File: src/rtl/reset_seq_pkg.sv
// Shared definitions for the staggered reset sequencer: FSM state encodings
// and the constant helper functions used to size its counters.
package reset_seq_pkg;

  localparam logic [1:0] HOLD       = 2'd0;
  localparam logic [1:0] RELEASE    = 2'd1;
  localparam logic [1:0] RUN        = 2'd2;
  localparam logic [1:0] ASSERT_SEQ = 2'd3;

  function automatic int clog2(input int value);
    int r;
    r = 0;
    while ((1 << r) < value) r++;
    return r;
  endfunction

  function automatic int max3(input int a, input int b, input int c);
    int m;
    m = (a > b) ? a : b;
    return (m > c) ? m : c;
  endfunction

endpackage

File: src/rtl/ce_divider.sv
// Clock-enable strobe generator: while en is high, ce pulses once every DIV
// cycles, the first pulse DIV cycles after en is first seen high.
module ce_divider
  import reset_seq_pkg::*;
#(
  parameter int DIV = 2
) (
  input  logic clk,
  input  logic rst,
  input  logic en,
  output logic ce
);

  localparam int             CW       = clog2(DIV + 1);
  localparam logic [CW-1:0] LAST_CNT = CW'(DIV - 1);

  logic [CW-1:0] r_cnt;
  logic          r_ce;

  always_ff @(posedge clk) begin
    if (rst || !en) begin
      r_cnt <= '0;
      r_ce  <= 1'b0;
    end else if (r_cnt == LAST_CNT) begin
      r_cnt <= '0;
      r_ce  <= 1'b1;
    end else begin
      r_cnt <= r_cnt + CW'(1);
      r_ce  <= 1'b0;
    end
  end

  assign ce = r_ce;

endmodule

File: src/rtl/reset_sequencer.sv
// Staggered per-channel reset sequencer with software re-sequence and a divided
// clock enable. Define RSTSEQ_ASSERT_STAGGER_EN to stagger assertion on sw_req.
module reset_sequencer
  import reset_seq_pkg::*;
#(
  parameter int   NUM_CH         = 4,
  parameter int   HOLD_CYCLES    = 4,
  parameter int   STAGGER_CYCLES = 2,
  parameter int   DIV            = 2,
  parameter logic RESET_ACTIVE   = 1'b1
) (
  input  logic              clk,
  input  logic              rst,
  input  logic              sw_req,
  output logic              sw_ack,
  output logic [NUM_CH-1:0] ch_rst,
  output logic              busy,
  output logic              done,
  output logic              ce
);

  localparam int              CW         = clog2(max3(HOLD_CYCLES, STAGGER_CYCLES, DIV) + 1);
  localparam int              IW         = (NUM_CH > 1) ? clog2(NUM_CH) : 1;
  localparam logic [CW-1:0]   HOLD_LAST  = CW'(HOLD_CYCLES - 1);
  localparam logic [CW-1:0]   STAG_LAST  = CW'(STAGGER_CYCLES - 1);
  localparam logic [IW-1:0]   LAST_CH    = IW'(NUM_CH - 1);
  localparam logic [NUM_CH-1:0] ALL_ACTIVE = {NUM_CH{RESET_ACTIVE}};
  localparam bit              SINGLE_CH  = (NUM_CH == 1);

  logic [1:0]        r_state;
  logic [CW-1:0]     r_cnt;
  logic [IW-1:0]     r_idx;
  logic [NUM_CH-1:0] r_ch_rst;
  logic              r_busy;
  logic              r_done;
  logic              r_sw_ack;
  logic              r_sw_pend;

  logic w_restart;
  logic w_last_release;
  logic w_ce_en;
  logic w_ce;

  assign w_restart      = (r_state == RUN) && sw_req;
  assign w_last_release = ((r_state == HOLD) && (r_cnt == HOLD_LAST) && SINGLE_CH) ||
                          ((r_state == RELEASE) && (r_cnt == STAG_LAST) && (r_idx == LAST_CH));
  // Masking with w_restart makes ce fall on the same edge as done.
  assign w_ce_en        = r_done && !w_restart;

  // NOTE: all state here uses non-blocking assignments, so the later
  // w_last_release block cleanly overrides the per-state updates above it.
  always_ff @(posedge clk) begin
    if (rst) begin
      r_state   <= HOLD;
      r_cnt     <= '0;
      r_idx     <= '0;
      r_ch_rst  <= ALL_ACTIVE;
      r_busy    <= 1'b1;
      r_done    <= 1'b0;
      r_sw_ack  <= 1'b0;
      r_sw_pend <= 1'b0;
    end else begin
      r_sw_ack <= 1'b0;
      case (r_state)
        HOLD: begin
          if (r_cnt == HOLD_LAST) begin
            r_cnt       <= '0;
            r_ch_rst[0] <= ~RESET_ACTIVE;
            r_idx       <= IW'(1);
            r_state     <= RELEASE;
          end else begin
            r_cnt <= r_cnt + CW'(1);
          end
        end
        RELEASE: begin
          if (r_cnt == STAG_LAST) begin
            r_cnt           <= '0;
            r_ch_rst[r_idx] <= ~RESET_ACTIVE;
            r_idx           <= r_idx + IW'(1);
          end else begin
            r_cnt <= r_cnt + CW'(1);
          end
        end
        RUN: begin
          if (sw_req) begin
            r_cnt     <= '0;
            r_busy    <= 1'b1;
            r_done    <= 1'b0;
            r_sw_pend <= 1'b1;
`ifdef RSTSEQ_ASSERT_STAGGER_EN
            r_ch_rst[LAST_CH] <= RESET_ACTIVE;
            r_idx             <= LAST_CH - IW'(1);
            r_state           <= SINGLE_CH ? HOLD : ASSERT_SEQ;
`else
            r_ch_rst <= ALL_ACTIVE;
            r_state  <= HOLD;
`endif
          end
        end
`ifdef RSTSEQ_ASSERT_STAGGER_EN
        ASSERT_SEQ: begin
          // Walk downwards; the hold period starts once channel 0 is asserted.
          if (r_cnt == STAG_LAST) begin
            r_cnt           <= '0;
            r_ch_rst[r_idx] <= RESET_ACTIVE;
            if (r_idx == '0) r_state <= HOLD;
            else             r_idx   <= r_idx - IW'(1);
          end else begin
            r_cnt <= r_cnt + CW'(1);
          end
        end
`endif
        default: r_state <= HOLD;
      endcase

      if (w_last_release) begin
        r_state   <= RUN;
        r_busy    <= 1'b0;
        r_done    <= 1'b1;
        r_sw_ack  <= r_sw_pend;
        r_sw_pend <= 1'b0;
      end
    end
  end

  ce_divider #(.DIV(DIV)) u_ce_divider (
    .clk (clk),
    .rst (rst),
    .en  (w_ce_en),
    .ce  (w_ce)
  );

  assign ch_rst = r_ch_rst;
  assign busy   = r_busy;
  assign done   = r_done;
  assign sw_ack = r_sw_ack;
  assign ce     = w_ce;

endmodule

File: config.mk
export PLATFORM = sky130hd
export DESIGN_NAME = reset_sequencer
export DESIGN_NICKNAME = d
export VERILOG_FILES = /design/src/rtl/reset_seq_pkg.sv /design/src/rtl/ce_divider.sv /design/src/rtl/reset_sequencer.sv
export SDC_FILE = /design/constraint.sdc
export NUM_CORES = 1
export LEC_CHECK = 0
export CAP_MARGIN = 10
export CORE_MARGIN = 2
export CORE_UTILIZATION = 45
export CTS_BUF_LIST = sky130_fd_sc_hd__clkbuf_8
export CTS_CLUSTER_SIZE = 8
export DETAILED_ROUTE_END_ITERATION = 10
export GPL_ROUTABILITY_DRIVEN = 0
export PLACE_DENSITY = 0.66
export SYNTH_ARGS = -nofsm -noshare
export SYNTH_HDL_FRONTEND = slang
export SYNTH_HIERARCHICAL = 1
export SYNTH_SLANG_ARGS = --single-unit
File: constraint.sdc
create_clock -name clk -period 1.95 [get_ports clk]
set_input_delay 0.195 -clock clk [delete_from_list [all_inputs] [get_ports clk]]
set_output_delay 0.195 -clock clk [all_outputs]
set_load 0.01 [all_outputs]
# Word-level counts from Yosys, hierarchy flattened
# Cells that the tools add are included.
[totals]
wordCells = 82
output_inout_bits = 8
mem_bits_rw = 0
rom_bits = 0
latch_bits = 0
memories = 0
reg_bits = 18
[classes]
n_lt_le_gt_ge = 2
multipliers = 0
n_mux = 24
eq_ne = 12
shifts = 0
n_div = 0
add_sub_neg = 3
bitwise = 4
n_reduce_logical = 25
[op_table]
columns = ["operator", "count"]
rows = [
  ["$reduce_and A3 Y1", 4],
  ["$mux W1", 9],
  ["$mux W3", 3],
  ["$pmux W3 S3", 1],
  ["$mux W2", 4],
  ["$mux W4", 2],
  ["$reduce_bool A2 Y1", 4],
  ["$pmux W2 S3", 1],
  ["$pmux W3 S2", 1],
  ["$reduce_and A2 Y1", 3],
  ["$reduce_or A2 Y1", 3],
  ["$logic_and A1 B1 Y1", 5],
  ["$add A2 B1 Y2 const B", 2],
  ["$and A4 B4 Y4", 1],
  ["$eq A2 B1 Y1 const B", 2],
  ["$eq A2 B2 Y1 const B", 2],
  ["$ne A2 B1 Y1 const B", 2],
  ["$ne A2 B2 Y1 const B", 2],
  ["$not A4 Y4", 1],
  ["$pmux W2 S2", 1],
  ["$reduce_and A4 Y1", 1],
  ["$add A3 B1 Y3 const B", 1],
  ["$eq A3 B1 Y1 const B", 1],
  ["$eq A3 B2 Y1 const B", 1],
  ["other kinds (11)", 13],
]

# Logic depth before layout (Yosys ltp)
# Gate-level depths: netlist (run 1).
[depth]
ltp_word = 8
ltp_mapped = 6
mapped_depth_nobuf = 5

# Cells and area by module
# The synthesis (run 1) kept the hierarchy.
[by_module_without_submodules]
columns = ["module", "cells_each", "instances", "area_per_inst_um2", "seq_area_each_um2"]
rows = [
  ["reset_sequencer", 99, 1, 893.4, 300.3],
  ["ce_divider", 8, 1, 116.4, 60.1],
]

# Worst setup path before layout (run 1)
# Ideal clock, no wire load.
[synth_path]
kind = "register to register"
startpoint = "register r_state[0]"
endpoint = "register r_ch_rst[0], in the netlist ch_rst[0]"
slack_ps = 419
setup_ps = 72
synth_period_minus_slack_ps = 1531
stages_incl_launch_ff = 7
path_buffers = 1
t_arrival_ps = 1459
cell_sequence = "dfxtp_1 > inv_1 > ha_1 > nor2b_4 > buf_6 > a2111oi_2 > mux2i_1"
[synth_between]
elab_chain_cells = 3
elab_cells_between_ends = 9
[synth_lines]
columns = ["element", "line_no", "source"]
rows = [
  ["start, declared", "reset_sequencer.sv:30", "logic [1:0] r_state;"],
  ["start signal, assigned", "reset_sequencer.sv:54", "r_state <= HOLD;"],
  ["start signal, assigned", "reset_sequencer.sv:70", "r_state <= RELEASE;"],
  ["start signal, assigned", "reset_sequencer.sv:96", "r_state <= HOLD;"],
  ["$eq A2 B1 Y1, or another cell as far along", "reset_sequencer.sv:64", "case (r_state)"],
  ["$ne A2 B1 Y1 (no line), or another cell as far along", "-", ""],
  ["$reduce_and A4 Y1 (no line)", "-", ""],
  ["end signal, assigned", "reset_sequencer.sv:68", "r_ch_rst[0] <= ~RESET_ACTIVE;"],
  ["end signal, assigned by index", "reset_sequencer.sv:78", "r_ch_rst[r_idx] <= ~RESET_ACTIVE;"],
  ["end, declared", "reset_sequencer.sv:33", "logic [NUM_CH-1:0] r_ch_rst;"],
]
# Parallel ways exist; a longest one is shown, timed or not.
# A chain may end at the register's enable or synchronous reset.

# Worst setup path in the final report (run 1)
# Same ends and word-level chain as after synthesis.

==> results of run 1 <==
[power by group through the flow]
stage | logic (uW) | clock network (uW) | registers, uW
2_1_floorplan | 121 | 0 | 413
3_3_place_gp | 168 | 0 | 413
3_5_place_dp | 171 | 0 | 414
4_1_cts | 172 | 260 | 406
5_1_grt | 196 | 277 | 409
6_report | 172 | 247 | 406
[stage by stage]
stage	util [%]	instance area, sq um	hold slack, ns	worst slack (ns)
6_report	54.4	1180	0.440	0.294
5_1_grt	54.4	1180	0.476	0.160
4_1_cts	54.4	1180	0.445	0.273
3_5_place_dp	52.5	1140	0.432	0.282
3_3_place_gp	52.5	1140	0.428	0.343
2_1_floorplan	-	1010	0.266	0.419
[cell usage after synthesis (2+ instances only)]
| cell | instances |
|---|---|
| o32ai_1 | 2 |
| inv_1 | 16 |
| o21a_1 | 2 |
| dfxtp_1 | 18 |
| nor4b_2 | 2 |
| buf_2 | 2 |
| o221ai_1 | 3 |
| nor3_1 | 2 |
| o21ai_0 | 2 |
| or4_1 | 2 |
| nor2_1 | 5 |
| nor2b_1 | 2 |
| nand2b_1 | 3 |
| ha_1 | 13 |
| a211oi_1 | 4 |
| mux2i_1 | 2 |
| nand2_1 | 6 |
| a21oi_1 | 3 |
[worst paths after layout]
check	startpoint	end	slack (ns)
max reg2reg	r_state[0]	ch_rst[0]	0.29
max	r_state[0]	ch_rst[0]	0.29
min reg2reg	u_ce_divider/r_cnt[0]	u_ce_divider/r_cnt[0]	0.44
min	u_ce_divider/r_cnt[0]	u_ce_divider/r_cnt[0]	0.44
[registers in the layout (all words and copies together), names as in the netlist]
| register | flops |
|---|---|
| r_state | 2 |
| ch_rst | 4 |
| r_sw_pend | 1 |
| done | 1 |
| r_idx | 2 |
| busy | 1 |
| r_cnt | 3 |
| u_ce_divider/ce | 1 |
| sw_ack | 1 |
| u_ce_divider/r_cnt | 2 |
[cells by family after synthesis]
group / synth area share, %
compound gates: 18.6
fa+ha+maj: 16.1
buf+inv: 8.43
flops: 35.7
mux: 1.98
simple gates: 19.2
[per-layer routing]
layer	track usage (%)	vias up	routed length, um
met2	28.0	9	871
met5	0	-	0
met4	3.95	0	0
met3	3.51	0	55
met1	21.3	373	893
li1	-	404	-
[critical path: cells and delay by family (launching register included)]
family	cells	cell delay [ns]
AOI/OAI and AO/OA	1	0.42
DFF	1	0.36
and+or+nand+nor	1	0.19
adders and majority gates	1	0.29
buffers and inverters	1	0.09
muxes	1	0.23
[area by class of cell]
class	count	area (sq um)	area share [%]
clock buffer	3	41.3	3.50
inverter	17	63.8	5.41
multi-input combinational	69	564	47.8
sequential	18	360	30.5
tap	28	35.0	2.97
timing repair buffer	12	115	9.76
==> qor.txt, run 1 <==
Synth cell types: 36
status: complete, no violations
largest net degree at the start of global routing: 13
P_leak: 0.000453 uW
Pwr per Cell Area: 699 mW/mm^2
CTS Buf Count: 3
Post-Route WL: 1820 um
netlist area before placement: 0.00101 sq mm
worst-path cell chain: inv_1 -> ha_1 -> nor2b_4 -> a2111oi_2 -> mux2i_1
Comb pwr share: 20.8%
Resize count post-CTS: 0
Hold Crit Depth: 1
vias per cell: 5.35
Net count, final: 137
Max Root-Sink Buffers: 2
Final Total Pwr: 825 uW
WS Path Type: flip-flop to flip-flop
post-synthesis register bit count: 18
CP Capture Type: flip-flop
Sink Count: 18
Post-CTS Setup Bufs: 0
share of the synthesized area in the top cell type: 35.7%
All-Layer GR Usage: 16.5%
CTS tree: done
Achievable Freq: 604 MHz
DR DRC count: 0
antenna viol nets, final: 0
Post-Syn Area per Cell: 9.44 sq um
Rows: 17
maxcap violations: 0
Max stage delay cell, worst path: a2111oi_2
Routed WL per cell: 12.4 um
setup violators final: 0
Seq pwr share: 49.2%
Final Critical Period: 1.66 ns
final hold violation count: 0
most common cell after layout, fill and taps aside: dfxtp_1
GR Overflow Total: 0
register area share after synthesis: 35.7%
area delta synth->final: 16.9%
unrepaired setup endpoints after global routing: no
vias in the first global route: 764
Synthesized Nets: 123
Top Ports: 11
HPWL after DPL: 1400 um
first-pass GRT wire length: 3330 um
Worst EP required: 2.12 ns
Clock Latency Late Sink: 0.24 ns
asr flop ratio synth: 0%
DP Cell Count: 144
EDFF count, synth: 0
highest-count cells in the layout ignoring fill and taps: 18 x dfxtp_1, 16 x inv_1, 13 x ha_1
Max-Slew Margin vs Limit: 72.9%
die extent in x: 51.4 um
CTS Hold Bufs: 0
Switching Power: 226 uW
share of post-route cells with drive strength above 1: 9.24%
Worst Path Arrival: 1.83 ns
H-Tree Depth: 1
Die Height: 51.4 um
Clock Power Share: 30.0%
Vias: 786
Non-Filler Instances: 147
detailed-router iteration count before antenna repair: 4
area leader, netlist: dfxtp_1
Clock Tree Root: clkbuf_8
Worst-path clk slew: 0.06 ns
number of fill cells: 217
Layout Skew: 0.00212 ns
Peak VDD IR: 0.000522 V
yosys warns: 6
Cells after Synth: 107
Critical Path Start Type: flip-flop
initial antenna violation count: 0
Final period util: 84.9%
die area: 0.00264 sq mm
Worst-Margin Slew: 0.406 ns
Primary FF master, synth: dfxtp_1
CP max stage delay: 0.42 ns
Worst Hold Class: flip-flop to flip-flop
Worst Reg-to-Reg Cells: 5
setup TNS: 0 ns
worst-path maximum fanout: 8
Core Box Area: 0.00217 sq mm
Antenna diodes: 0
internal power: 600 uW
switch share: 27.3%
Initial Utilization: 46.5%
Starting DRT DRC Count: 20
top cells by area, synth: dfxtp_1 36%, ha_1 16%, inv_1 5.9%
Final Max Slew Viols: 0
PortBufs: 10
Power figures use the tool's default switching activity.
==> run 2: changes to the inputs <==
--- a/config.mk
+++ b/config.mk
@@ -12,7 +12,7 @@
 export CTS_CLUSTER_SIZE = 8
 export DETAILED_ROUTE_END_ITERATION = 10
 export GPL_ROUTABILITY_DRIVEN = 0
-export PLACE_DENSITY = 0.66
+export PLACE_DENSITY = 0.68
 export SYNTH_ARGS = -nofsm -noshare
 export SYNTH_HDL_FRONTEND = slang
 export SYNTH_HIERARCHICAL = 1
==> constraint.sdc (replaced) <==
create_clock -name clk -period 1.5 [get_ports clk]
set_input_delay 0.15 -clock clk [delete_from_list [all_inputs] [get_ports clk]]
set_output_delay 0.15 -clock clk [all_outputs]
set_load 0.01 [all_outputs]
==> run 2 against run 1 <==
Final cell count is 8.2% higher. Clock-buffer cell count is 1 higher. Largest power group unchanged. Sequential power is 31% higher. Critical path type unchanged. Worst setup slack worse by 0.22 ns. Utilization is 8.3 points higher. Sequential cell count stayed put. Highest routed layer is now met4.
==> qor.txt, run 2 (same netlist as run 1, synthesis figures left out) <==
Max stage delay cell, worst path: or4_1
max reg flops: 4 (unchanged)
CTS Buf Count: 3 (unchanged)
Initial Utilization: 46.5% (unchanged)
Max-Slew Margin vs Limit: 81.9% (+9.0 points)
status: complete, no violations
All-Layer GR Usage: 19.4% (+2.8 points)
HPWL after DPL: 1650 um (+18%)
Vias: 842 (+7.1%)
P_leak: 0.000530 uW (+17%)
area delta synth->final: 34.7%
crit path to: r_cnt[1]
Clock Tree Root: clkbuf_8
Core Box Area: 0.00217 sq mm (unchanged)
vias per cell: 5.30 (-0.96%)
setup violators final: 0 (unchanged)
CTS Hold Bufs: 0 (unchanged)
hold_ws: 0.445 ns (+0.00489 ns)
Max Root-Sink Buffers: 2 (unchanged)
CP max stage delay: 0.42 ns (about the same)
Worst EP required: 1.67 ns (-0.45 ns)
PortBufs: 10 (unchanged)
Worst-Margin Slew: 0.263 ns (-0.143 ns)
vias in the first global route: 876 (+15%)
worst-path maximum fanout: 8 (unchanged)
Sink Count: 18 (unchanged)
final hold violation count: 0 (unchanged)
largest net degree at the start of global routing: 11 (-2)
Final period util: 95.3% (+10 points)
CP Capture Type: flip-flop
crit path launch: r_state[0]
Worst Hold Class: flip-flop to flip-flop
DR DRC count: 0 (unchanged)
worst reg2reg setup slack: 0.07 ns (-0.22 ns)
Rows: 17 (unchanged)
Post-Route WL: 2260 um (+24%)
Final Max Slew Viols: 0 (unchanged)
Die Height: 51.4 um (unchanged)
first-pass GRT wire length: 3730 um (+12%)
highest-count cells in the layout ignoring fill and taps: 15 x inv_1, 15 x dfxtp_1, 13 x buf_4
Pwr per Cell Area: 918 mW/mm^2 (+31%)
Layout Skew: 0.000968 ns (-0.00115 ns)
share of post-route cells with drive strength above 1: 28.2% (+19 points)
R2R Path Start: r_state[0]
Worst Path Arrival: 1.60 ns (-0.23 ns)
Antenna diodes: 0 (unchanged)
worst-path cell chain: inv_2 -> ha_4 -> nor2b_4 -> or4_1 -> o32ai_1
Net count, final: 148 (+8.0%)
WS Path Type: flip-flop to flip-flop
Post-CTS Setup Bufs: 0 (unchanged)
Worst-path clk slew: 0.07 ns (about the same)
Top Ports: 11 (unchanged)
post-layout util: 62.7% (+8.3 points)
H-Tree Depth: 1 (unchanged)
Achievable Freq: 700 MHz (+16%)
Critical Path Start Type: flip-flop
Peak VDD IR: 0.000750 V (+44%)
unrepaired setup endpoints after global routing: no
Worst Reg-to-Reg Cells: 5 (unchanged)
CTS tree: done
detailed-router iteration count before antenna repair: 4 (unchanged)
Clock Latency Late Sink: 0.26 ns (+0.02 ns)
Starting DRT DRC Count: 9 (-55%)
die area: 0.00264 sq mm (unchanged)
FF-to-FF End: r_cnt[1]
maxcap violations: 0 (unchanged)
antenna viol nets, final: 0 (unchanged)
Final Critical Period: 1.43 ns (-0.227 ns)
initial antenna violation count: 0 (unchanged)
Routed WL per cell: 14.2 um (+15%)
Final Total Pwr: 1250 uW (+51%)
die extent in x: 51.4 um (unchanged)
GR Overflow Total: 0 (unchanged)
-- run 2: cell types whose count changed in the layout (fill, tap and decap cells not counted), sizes merged --
cell and change:
clkbuf +1, buf +11
-- run 2: metrics by stage --
step	worst slack, ns	std cells	setup TNS, ns	instance area (sq um)
global placement	-0.00246	155	-0.00246	1220
global route	0.00312	159	0	1360
floorplan	0.0234	107	0	1010
detailed placement	-0.0267	155	-0.0491	1220
CTS	-0.0291	159	-0.0902	1280
finish	0.0709	159	0	1360
-- run 2: cell type report --
class                      instances  area [sq um]
inverter                          17          63.8
multi-input combinational         69           644
clock buffer                       4          55.1
tap                               28          35.0
timing repair buffer              23           198
sequential                        18           364
fill                             191           810
-- run 2: critical path: cells and delay by family (launching register included) --
kind / cells / cell delay (ns)
buf+inv: 1 / 0.08
compound gates: 1 / 0.12
simple gates: 2 / 0.58
fa+ha+maj: 1 / 0.18
flops: 1 / 0.38
-- run 2: metal layers --
metal	part of all wire, %	up-vias	track usage (%)
met3	3.2	7	3.51
met4	2.7	0	11.0
met2	52	16	34.4
met1	42	392	21.3
met5	0	-	0
li1	-	427	-
-- run 2: report_power, final --
part / switching, uW / internal (uW)
Clock: 176 / 234
Combinational: 159 / 149
Sequential: 24.6 / 506
-- run 2: what timing repair did --
| item | in CTS | in global routing |
|---|---|---|
| pin swaps | 0 | 1 |
| endpoints found under the hold margin | 0 | 0 |
| endpoints found under the setup margin | 4 | 13 |
| gates resized for setup | 0 | 19 |
-- run 2: worst min path at each step --
stage	from	to	slack, ns	depth (start not counted)
after floorplan	rst	u_ce_divider/r_cnt[0]	0.22	1
after global placement	u_ce_divider/r_cnt[0]	u_ce_divider/r_cnt[0]	0.43	1
after detailed placement	u_ce_divider/r_cnt[0]	u_ce_divider/r_cnt[0]	0.44	1
after CTS	u_ce_divider/r_cnt[0]	u_ce_divider/r_cnt[0]	0.45	1
after global routing	u_ce_divider/r_cnt[0]	u_ce_divider/r_cnt[0]	0.46	1
final	u_ce_divider/r_cnt[0]	u_ce_divider/r_cnt[0]	0.44	1
==> run 3: changes to the inputs <==
--- a/config.mk
+++ b/config.mk
@@ -9,6 +9,7 @@
 export CORE_MARGIN = 2
 export CORE_UTILIZATION = 45
 export CTS_BUF_LIST = sky130_fd_sc_hd__clkbuf_8
+export CTS_CLUSTER_DIAMETER = 30
 export CTS_CLUSTER_SIZE = 8
 export DETAILED_ROUTE_END_ITERATION = 10
 export GPL_ROUTABILITY_DRIVEN = 0
==> results of run 3 <==
Final layout, timing and power as in run 2 (identical DEF).
